==> config.mk <==
export PLATFORM = sky130hd
export DESIGN_NAME = seq_pattern_tx
export DESIGN_NICKNAME = d
export VERILOG_FILES = /design/src/rtl/seq_tx_pkg.sv /design/src/rtl/seq_tx_shreg.sv /design/src/rtl/seq_pattern_tx.sv
export SDC_FILE = /design/constraint.sdc
export NUM_CORES = 1
export LEC_CHECK = 0
export CAP_MARGIN = 10
export CORE_MARGIN = 4
export CORE_UTILIZATION = 40
export DETAILED_ROUTE_END_ITERATION = 10
export PLACE_DENSITY = 0.69
export SKIP_LAST_GASP = 1
export SYNTH_ARGS = -nofsm -noshare
export SYNTH_HDL_FRONTEND = slang
export SYNTH_HIERARCHICAL = 1
export SYNTH_SLANG_ARGS = --single-unit
==> constraint.sdc <==
create_clock -name clock -period 2 [get_ports clock]
set_input_delay 0.4 -clock clock [delete_from_list [all_inputs] [get_ports clock]]
set_output_delay 0.4 -clock clock [all_outputs]
set_load 0.05 [all_outputs]
==> src/rtl/seq_tx_pkg.sv <==
// Shared types and constants for the serial pattern transmitter.
// Build option: SEQ_TX_PARITY_EN appends an even-parity bit to every frame.
package seq_tx_pkg;

  typedef enum logic [1:0] {
    IDLE  = 2'd0,
    SHIFT = 2'd1,
    GAP   = 2'd2
  } state_t;

  // Frame length in bits: the data word, plus one parity bit when enabled.
  function automatic int frame_len(input int data_w);
`ifdef SEQ_TX_PARITY_EN
    return data_w + 1;
`else
    return data_w;
`endif
  endfunction

  // Default stimulus word for the 1000 sequence detector.
  localparam logic [3:0] PAT_1000 = 4'b1000;

endpackage

==> src/rtl/seq_tx_shreg.sv <==
// Loadable MSB-first shift register with asynchronous active-low clear.
// Only the MSB leaves the block; zeros are shifted in at the LSB.
module seq_tx_shreg #(
  parameter int W = 4
) (
  input  logic         clock,
  input  logic         reset_n,
  input  logic         load_en,
  input  logic         shift_en,
  input  logic [W-1:0] load_word,
  output logic         msb
);

  logic [W-1:0] sh_reg;

  // Load has priority over shift; reset clears the whole register.
  always_ff @(posedge clock or negedge reset_n) begin
    if (!reset_n) begin
      sh_reg <= '0;
    end else if (load_en) begin
      sh_reg <= load_word;
    end else if (shift_en) begin
      sh_reg <= {sh_reg[W-2:0], 1'b0};
    end
  end

  assign msb = sh_reg[W-1];

endmodule

==> src/rtl/seq_pattern_tx.sv <==
// Serial pattern transmitter: sends a DATA_W-bit word MSB-first, one bit per
// clock, with a forced idle gap after each frame and a one-cycle done pulse.
// Build option: SEQ_TX_PARITY_EN appends an even-parity bit (^data) to each frame.
module seq_pattern_tx
  import seq_tx_pkg::*;
#(
  parameter int DATA_W     = 4,
  parameter int GAP_CYCLES = 1
) (
  input  logic              clock,
  input  logic              reset_n,
  input  logic              load,
  input  logic [DATA_W-1:0] data,
  output logic              ready,
  output logic              out,
  output logic              out_valid,
  output logic              done
);

  localparam int L     = frame_len(DATA_W);
  localparam int CNT_W = $clog2(DATA_W + 2);
  localparam logic [CNT_W-1:0] LAST_BIT  = CNT_W'(L);
  localparam logic [3:0]       GAP_FIRST = 4'(GAP_CYCLES - 1);

  state_t           state;
  logic [CNT_W-1:0] bit_cnt;
  logic [3:0]       gap_cnt;
  logic [L-1:0]     frame_word;
  logic             accept;
  logic             shreg_msb;

  // Full frame as it will appear on the line, first bit in the MSB.
`ifdef SEQ_TX_PARITY_EN
  assign frame_word = {data, ^data};
`else
  assign frame_word = data;
`endif

  assign accept = (state == IDLE) && load;

  // The first bit goes straight to the out flop on the accepting edge, so the
  // shift register holds the remaining bits already moved up by one place.
  seq_tx_shreg #(
    .W (L)
  ) u_shreg (
    .clock     (clock),
    .reset_n   (reset_n),
    .load_en   (accept),
    .shift_en  (state == SHIFT),
    .load_word ({frame_word[L-2:0], 1'b0}),
    .msb       (shreg_msb)
  );

  // Control FSM with registered outputs; bit_cnt counts bits already on the line.
  always_ff @(posedge clock or negedge reset_n) begin
    if (!reset_n) begin
      state     <= IDLE;
      bit_cnt   <= '0;
      gap_cnt   <= '0;
      ready     <= 1'b1;
      out       <= 1'b0;
      out_valid <= 1'b0;
      done      <= 1'b0;
    end else begin
      done <= 1'b0;
      case (state)
        IDLE: begin
          out       <= 1'b0;
          out_valid <= 1'b0;
          ready     <= 1'b1;
          if (load) begin
            state     <= SHIFT;
            out       <= frame_word[L-1];
            out_valid <= 1'b1;
            ready     <= 1'b0;
            bit_cnt   <= CNT_W'(1);
          end
        end
        SHIFT: begin
          if (bit_cnt != LAST_BIT) begin
            out     <= shreg_msb;
            bit_cnt <= bit_cnt + 1'b1;
          end else begin
            // Last bit has been shown for a full cycle: end the frame.
            out       <= 1'b0;
            out_valid <= 1'b0;
            done      <= 1'b1;
            bit_cnt   <= '0;
            if (GAP_CYCLES > 0) begin
              state   <= GAP;
              gap_cnt <= GAP_FIRST;
            end else begin
              state <= IDLE;
              ready <= 1'b1;
            end
          end
        end
        GAP: begin
          out       <= 1'b0;
          out_valid <= 1'b0;
          if (gap_cnt == 4'd0) begin
            state <= IDLE;
            ready <= 1'b1;
          end else begin
            gap_cnt <= gap_cnt - 1'b1;
          end
        end
        default: begin
          state     <= IDLE;
          out       <= 1'b0;
          out_valid <= 1'b0;
          ready     <= 1'b1;
        end
      endcase
    end
  end

endmodule
==> metrics.csv, run 1 <==
stage,metric,value,unit
die,IO Pins,11,
layout,Antenna diodes,0,
placement,placed wire-length estimate,1080,microns
global_routing,largest net degree at the start of global routing,12,
worst_setup_path,Required @ worst endpoint,1.60,ns
yosys,post-synthesis register bit count,17,
layout,share of cells above drive strength 1,0.126,
die,DIE WIDTH,53.0,microns
outcome,status,"finished, final reports clean",
yosys,"area leader, netlist",dfrtp_1,
yosys,Post-synth EDFFs,0,
power_and_ir_drop,total power,1270,uW
hold_path,worst hold path type,input port to asynchronous set/reset pin,
clock_network,maximum buffer depth of the clock tree,2,
clock_network,CTS Buf Count,3,
sta,WHS,0.438,ns
clock_network,# H-tree levels,1,
worst_setup_path,worst-path cell chain,clkdlybuf4s50_1,
drt,Iter 0 DRT Violations,3,
die,Die H,53.0,microns
drt,Residual DRC,0,
placement,GP Congestion,0.773,
worst_setup_path,worst setup path startpoint,out_valid,
sta,final slew viol count,0,
clock_network,CTS tree,done,
drt,drt via density,5.11,
global_routing,first-pass GRT wire length,2540,microns
yosys,most common cell in the netlist,dfrtp_1,
yosys,Synth top area share,0.495,
yosys,synth warn,6,
worst_setup_path,CP Capture Type,output port,
yosys,Mapped Area,808,sq um
drt,drt total wl,1400,microns
power_and_ir_drop,worst ir drop on vdd,0.798,mV
die,Core Region,1820,sq um
clock_network,clock root buffer,clkbuf_4,
sta,RSZ-0062 raised after global routing,false,
sta,Final Hold Fails,0,
worst_setup_path,reg2reg end,gap_cnt[3],
clock_network,clock sink count,17,
worst_setup_path,WP data arrival,1.45,ns
clock_network,CTS resizes,0,
drt,via count,572,
yosys,Synth Net Count,82,
job,number of max-cap violations,0,
worst_setup_path,WS Path Type,flip-flop to output port,
worst_setup_path,Worst path slowest cell,clkdlybuf4s50_1,
sta,Final period util,0.925,
die,Die ar.,2800,sq um
yosys,top post-synthesis cells by area,"dfrtp_1, ha_1, a22o_1",
drt,drt pass-1 iters,3,
worst_setup_path,kind of start point of the critical path,flip-flop,
clock_network,worst skew pair latency,0.29,ns
sta,PnR worst setup slack,0.149,ns
layout,area grow syn2layout,21.1,%
layout,final core occ,0.537,
global_routing,initial antenna violation count,0,
sta,setup violators final,0,
worst_setup_path,crit-path max FO,2,
yosys,Synth cell types,29,
sta,Slew HR,0.663,
placement,IO buf count,10,
clock_network,postcts setup bufs,0,
yosys,post-synthesis sequential area ratio,0.528,
yosys,cell count after synthesis,71,
clock_network,hold_buf cts,0,
yosys,Post-synth ARST share,1.00,
power_and_ir_drop,power per cell area,1290,nW/um^2
sta,Max Clock Freq,0.540,GHz
sta,min cycle time layout,1.85,ns
die,initial core utilization,0.444,
sta,Post-Route Setup TNS,0,ns
worst_setup_path,Critical R2R Launch,gap_cnt[0],
global_routing,total global routing overflow,0,
layout,nets,99,
yosys,top post-synthesis cells by count,"dfrtp_1, inv_1, a22o_1",
worst_setup_path,reg2reg setup slack,0.47,ns
worst_setup_path,cells on worst reg2reg path,5,
power_and_ir_drop,Lkg Pwr,0.000462,uW
sta,Worst Skew,0.00193,ns
clock_network,Worst-path clk slew,0.10,ns
placement,dpl ws,0.426,ns
drt,drt wl/cell,12.5,microns
die,site row count,15,
worst_setup_path,slowest cell delay on critical path,0.80,ns
yosys,"Top FF cell, synth",dfrtp_1,
sta,Slew @ Worst Pin,0.505,ns
global_routing,Total GRT Usage,0.126,
yosys,syn_area_per_cell,11.4,sq um
worst_setup_path,Bufs and invs on worst path,1,
worst_setup_path,CP top delay family,buffers and inverters,
drt,post-route ant nets,0,
global_routing,vias in the first global route,581,
==> placed cells by master (no fill, tap or decap), types with 2 or more instances in the layout <==
master / netlist / final
o21ai_1: 3 / 3
a22o_1: 5 / 5
dfrtp_1: 16 / 16
nor2_1: 3 / 3
clkbuf_4: 0 / 3
a211oi_1: 2 / 2
ha_1: 4 / 4
buf_4: 0 / 3
mux2i_1: 4 / 4
inv_1: 6 / 6
nand2_1: 4 / 4
or2_2: 2 / 2
o21ai_0: 3 / 3
clkdlybuf4s50_1: 0 / 9
nor3b_1: 2 / 2
==> layout make-up <==
class | instances | area, sq um
Clock buffer | 4 | 26.3
Multi-Input combinational cell | 48 | 359
Tap cell | 25 | 31.3
Inverter | 6 | 22.5
Sequential cell | 17 | 427
Timing Repair Buffer | 12 | 113
Fill cell | 178 | 842
==> layer usage <==
layer	vias up	wire length (microns)	GRT usage
met1	273	694	0.151
met2	8	633	0.205
met4	0	20	0.0511
met5	-	0	0
met3	2	48	0.0423
li1	289	-	-
==> power by group <==
group	total (uW)	internal, uW	leakage [uW]	switching, uW
Combinational	539	243	0.000227	296
Clock	185	77.6	0.0000150	108
Sequential	542	458	0.000220	84.2
Total	1270	778	0.000462	488
==> stage by stage <==
| step | cells | instance area [sq um] |
|---|---|---|
| final | 112 | 978 |
| after global routing | 112 | 978 |
| after CTS | 112 | 978 |
| after detailed placement | 108 | 952 |
| after global placement | 108 | 952 |
| after floorplan | 71 | 808 |
==> worst max-delay path by stage <==
stage                              endpoint  slack (ns)  cells after the start
after floorplan           u_shreg/sh_reg[0]        0.45                      3
after global placement             state[0]        0.45                      4
after detailed placement           state[0]        0.43                      4
after CTS                         out_valid        0.14                      1
after global routing              out_valid        0.09                      1
final                             out_valid        0.15                      1
==> logic make-up (layout without fill, tap and decap cells) <==
group           Yosys count  count (layout)  share of synthesized area
compound gates           21              21                      0.189
other cells               1               1                    0.00464
buf+inv                   6              22                     0.0279
mux                       4               4                     0.0495
fa+ha+maj                 4               4                     0.0619
flops                    17              17                      0.528
simple gates             18              18                      0.139
No activity file was read; power rests on OpenSTA's default activity.
==> run 2: changes to the inputs <==
- PLACE_DENSITY: 0.69 -> unset
- PLACE_DENSITY_LB_ADDON: unset -> 0.12
==> run 2 against run 1 <==
  * Critical path depth stayed put
  * Non-clock buffer count up 1
  * Via count grew 4.2%
  * Count of clock-buffer cells in the layout did not move
  * Power hardly changed
  * Global-route usage down 0.46 points
  * Clock power down 5%
  * Fmax increased by 0.66%
  * Flip-flop and latch count stayed put
==> metrics.csv, run 2 (synthesis gave the netlist of run 1 again) <==
stage,metric,value,unit
global_routing,total global routing overflow,0,
die,Core Region,1820,sq um
drt,drt wl/cell,12.4,microns
layout,Multi-input gate area,359,sq um
die,DIE WIDTH,53.0,microns
clock_network,CTS resizes,0,
worst_setup_path,WS Path Type,flip-flop to output port,
drt,Iter 0 DRT Violations,8,
clock_network,clock root buffer,clkbuf_4,
die,Die ar.,2800,sq um
layout,share of cells above drive strength 1,0.136,
worst_setup_path,WP data arrival,1.44,ns
clock_network,maximum buffer depth of the clock tree,2,
power_and_ir_drop,worst ir drop on vdd,0.714,mV
sta,Worst Skew,0.00304,ns
outcome,status,"finished, final reports clean",
power_and_ir_drop,Lkg Pwr,0.000467,uW
worst_setup_path,CP Capture Type,output port,
worst_setup_path,Required @ worst endpoint,1.60,ns
layout,Reg area,427,sq um
global_routing,largest net degree at the start of global routing,18,
global_routing,initial antenna violation count,0,
clock_network,postcts setup bufs,0,
sta,Slew @ Worst Pin,0.498,ns
sta,setup violators final,0,
clock_network,# H-tree levels,1,
drt,via count,596,
worst_setup_path,worst setup path startpoint,out_valid,
worst_setup_path,Bufs and invs on worst path,1,
sta,Slew HR,0.667,
worst_setup_path,Worst path slowest cell,clkdlybuf4s50_1,
die,site row count,15,
die,Die H,53.0,microns
placement,dpl ws,0.320,ns
sta,min cycle time layout,1.84,ns
placement,GP Congestion,0.731,
worst_setup_path,CP top delay family,buffers and inverters,
drt,drt pass-1 iters,3,
clock_network,CTS Buf Count,3,
layout,nets,100,
sta,WHS,0.429,ns
die,IO Pins,11,
drt,drt via density,5.27,
global_routing,first-pass GRT wire length,2420,microns
layout,area grow syn2layout,22.0,%
drt,Residual DRC,0,
layout,fill count,169,
drt,drt total wl,1400,microns
sta,final slew viol count,0,
layout,Antenna diodes,0,
global_routing,Total GRT Usage,0.121,
clock_network,Worst-path clk slew,0.09,ns
worst_setup_path,Critical R2R Launch,gap_cnt[0],
clock_network,clock sink count,17,
worst_setup_path,slowest cell delay on critical path,0.80,ns
sta,Final Hold Fails,0,
die,initial core utilization,0.444,
clock_network,hold_buf cts,0,
sta,RSZ-0062 raised after global routing,false,
sta,Max Clock Freq,0.544,GHz
sta,Post-Route Setup TNS,0,ns
hold_path,worst hold path type,input port to asynchronous set/reset pin,
drt,post-route ant nets,0,
sta,Final period util,0.919,
layout,"commonest cells after routing, fill and taps aside","dfrtp_1, clkdlybuf4s50_1, inv_1",
placement,placed wire-length estimate,1090,microns
placement,IO buf count,10,
power_and_ir_drop,power per cell area,1280,nW/um^2
worst_setup_path,worst-path cell chain,clkdlybuf4s50_1,
clock_network,CTS tree,done,
clock_network,worst skew pair latency,0.28,ns
layout,"most common cell after layout, fill and taps aside",dfrtp_1,
job,number of max-cap violations,0,
worst_setup_path,kind of start point of the critical path,flip-flop,
worst_setup_path,crit-path max FO,2,
global_routing,vias in the first global route,561,
sta,PnR worst setup slack,0.161,ns
==> run 2: changes by cell type in the layout (fill, tap and decap cells not counted) <==
cell,delta
buf_4,+1
==> run 2: layout make-up <==
cell class	count	area share
timing repair buffer	13	0.122
multi-input combinational	48	0.364
inverter	6	0.0228
tap	25	0.0317
clock buffer	4	0.0266
sequential	17	0.433
==> run 2: where the power goes <==
part | switching (uW) | internal (uW) | total [uW]
Sequential | 85.8 | 458 | 544
Combinational | 297 | 249 | 546
Clock | 98.9 | 77.4 | 176
==> run 2: stage by stage <==
stage / area [sq um] / util / cells / power [uW]
finish: 986 / 0.542 / 113 / 1270
CTS: 986 / 0.542 / 113 / 1290
global placement: 960 / 0.527 / 109 / 1100
global route: 986 / 0.542 / 113 / 1360
detailed placement: 960 / 0.527 / 109 / 1100
floorplan: 808 / - / 71 / 934
==> run 2: routing by layer <==
metal / global-route usage / routed length [microns] / up-vias
met2: 0.202 / 673 / 8
met3: 0.0592 / 60 / 2
met4: 0.0128 / 9 / 0
li1: - / - / 293
met1: 0.145 / 658 / 293
met5: 0 / 0 / -
==> run 2: path summary, 6_finish.rpt <==
path                               to  slack [ns]  cells after the start
max in group asynchronous       ready        1.32                      2
setup / recovery            out_valid        0.16                      1
setup reg to reg           gap_cnt[3]        0.47                      5
hold / removal                    out        0.43                      2
min in group clock          out_valid        0.48                      1
hold reg to reg             out_valid        0.48                      1
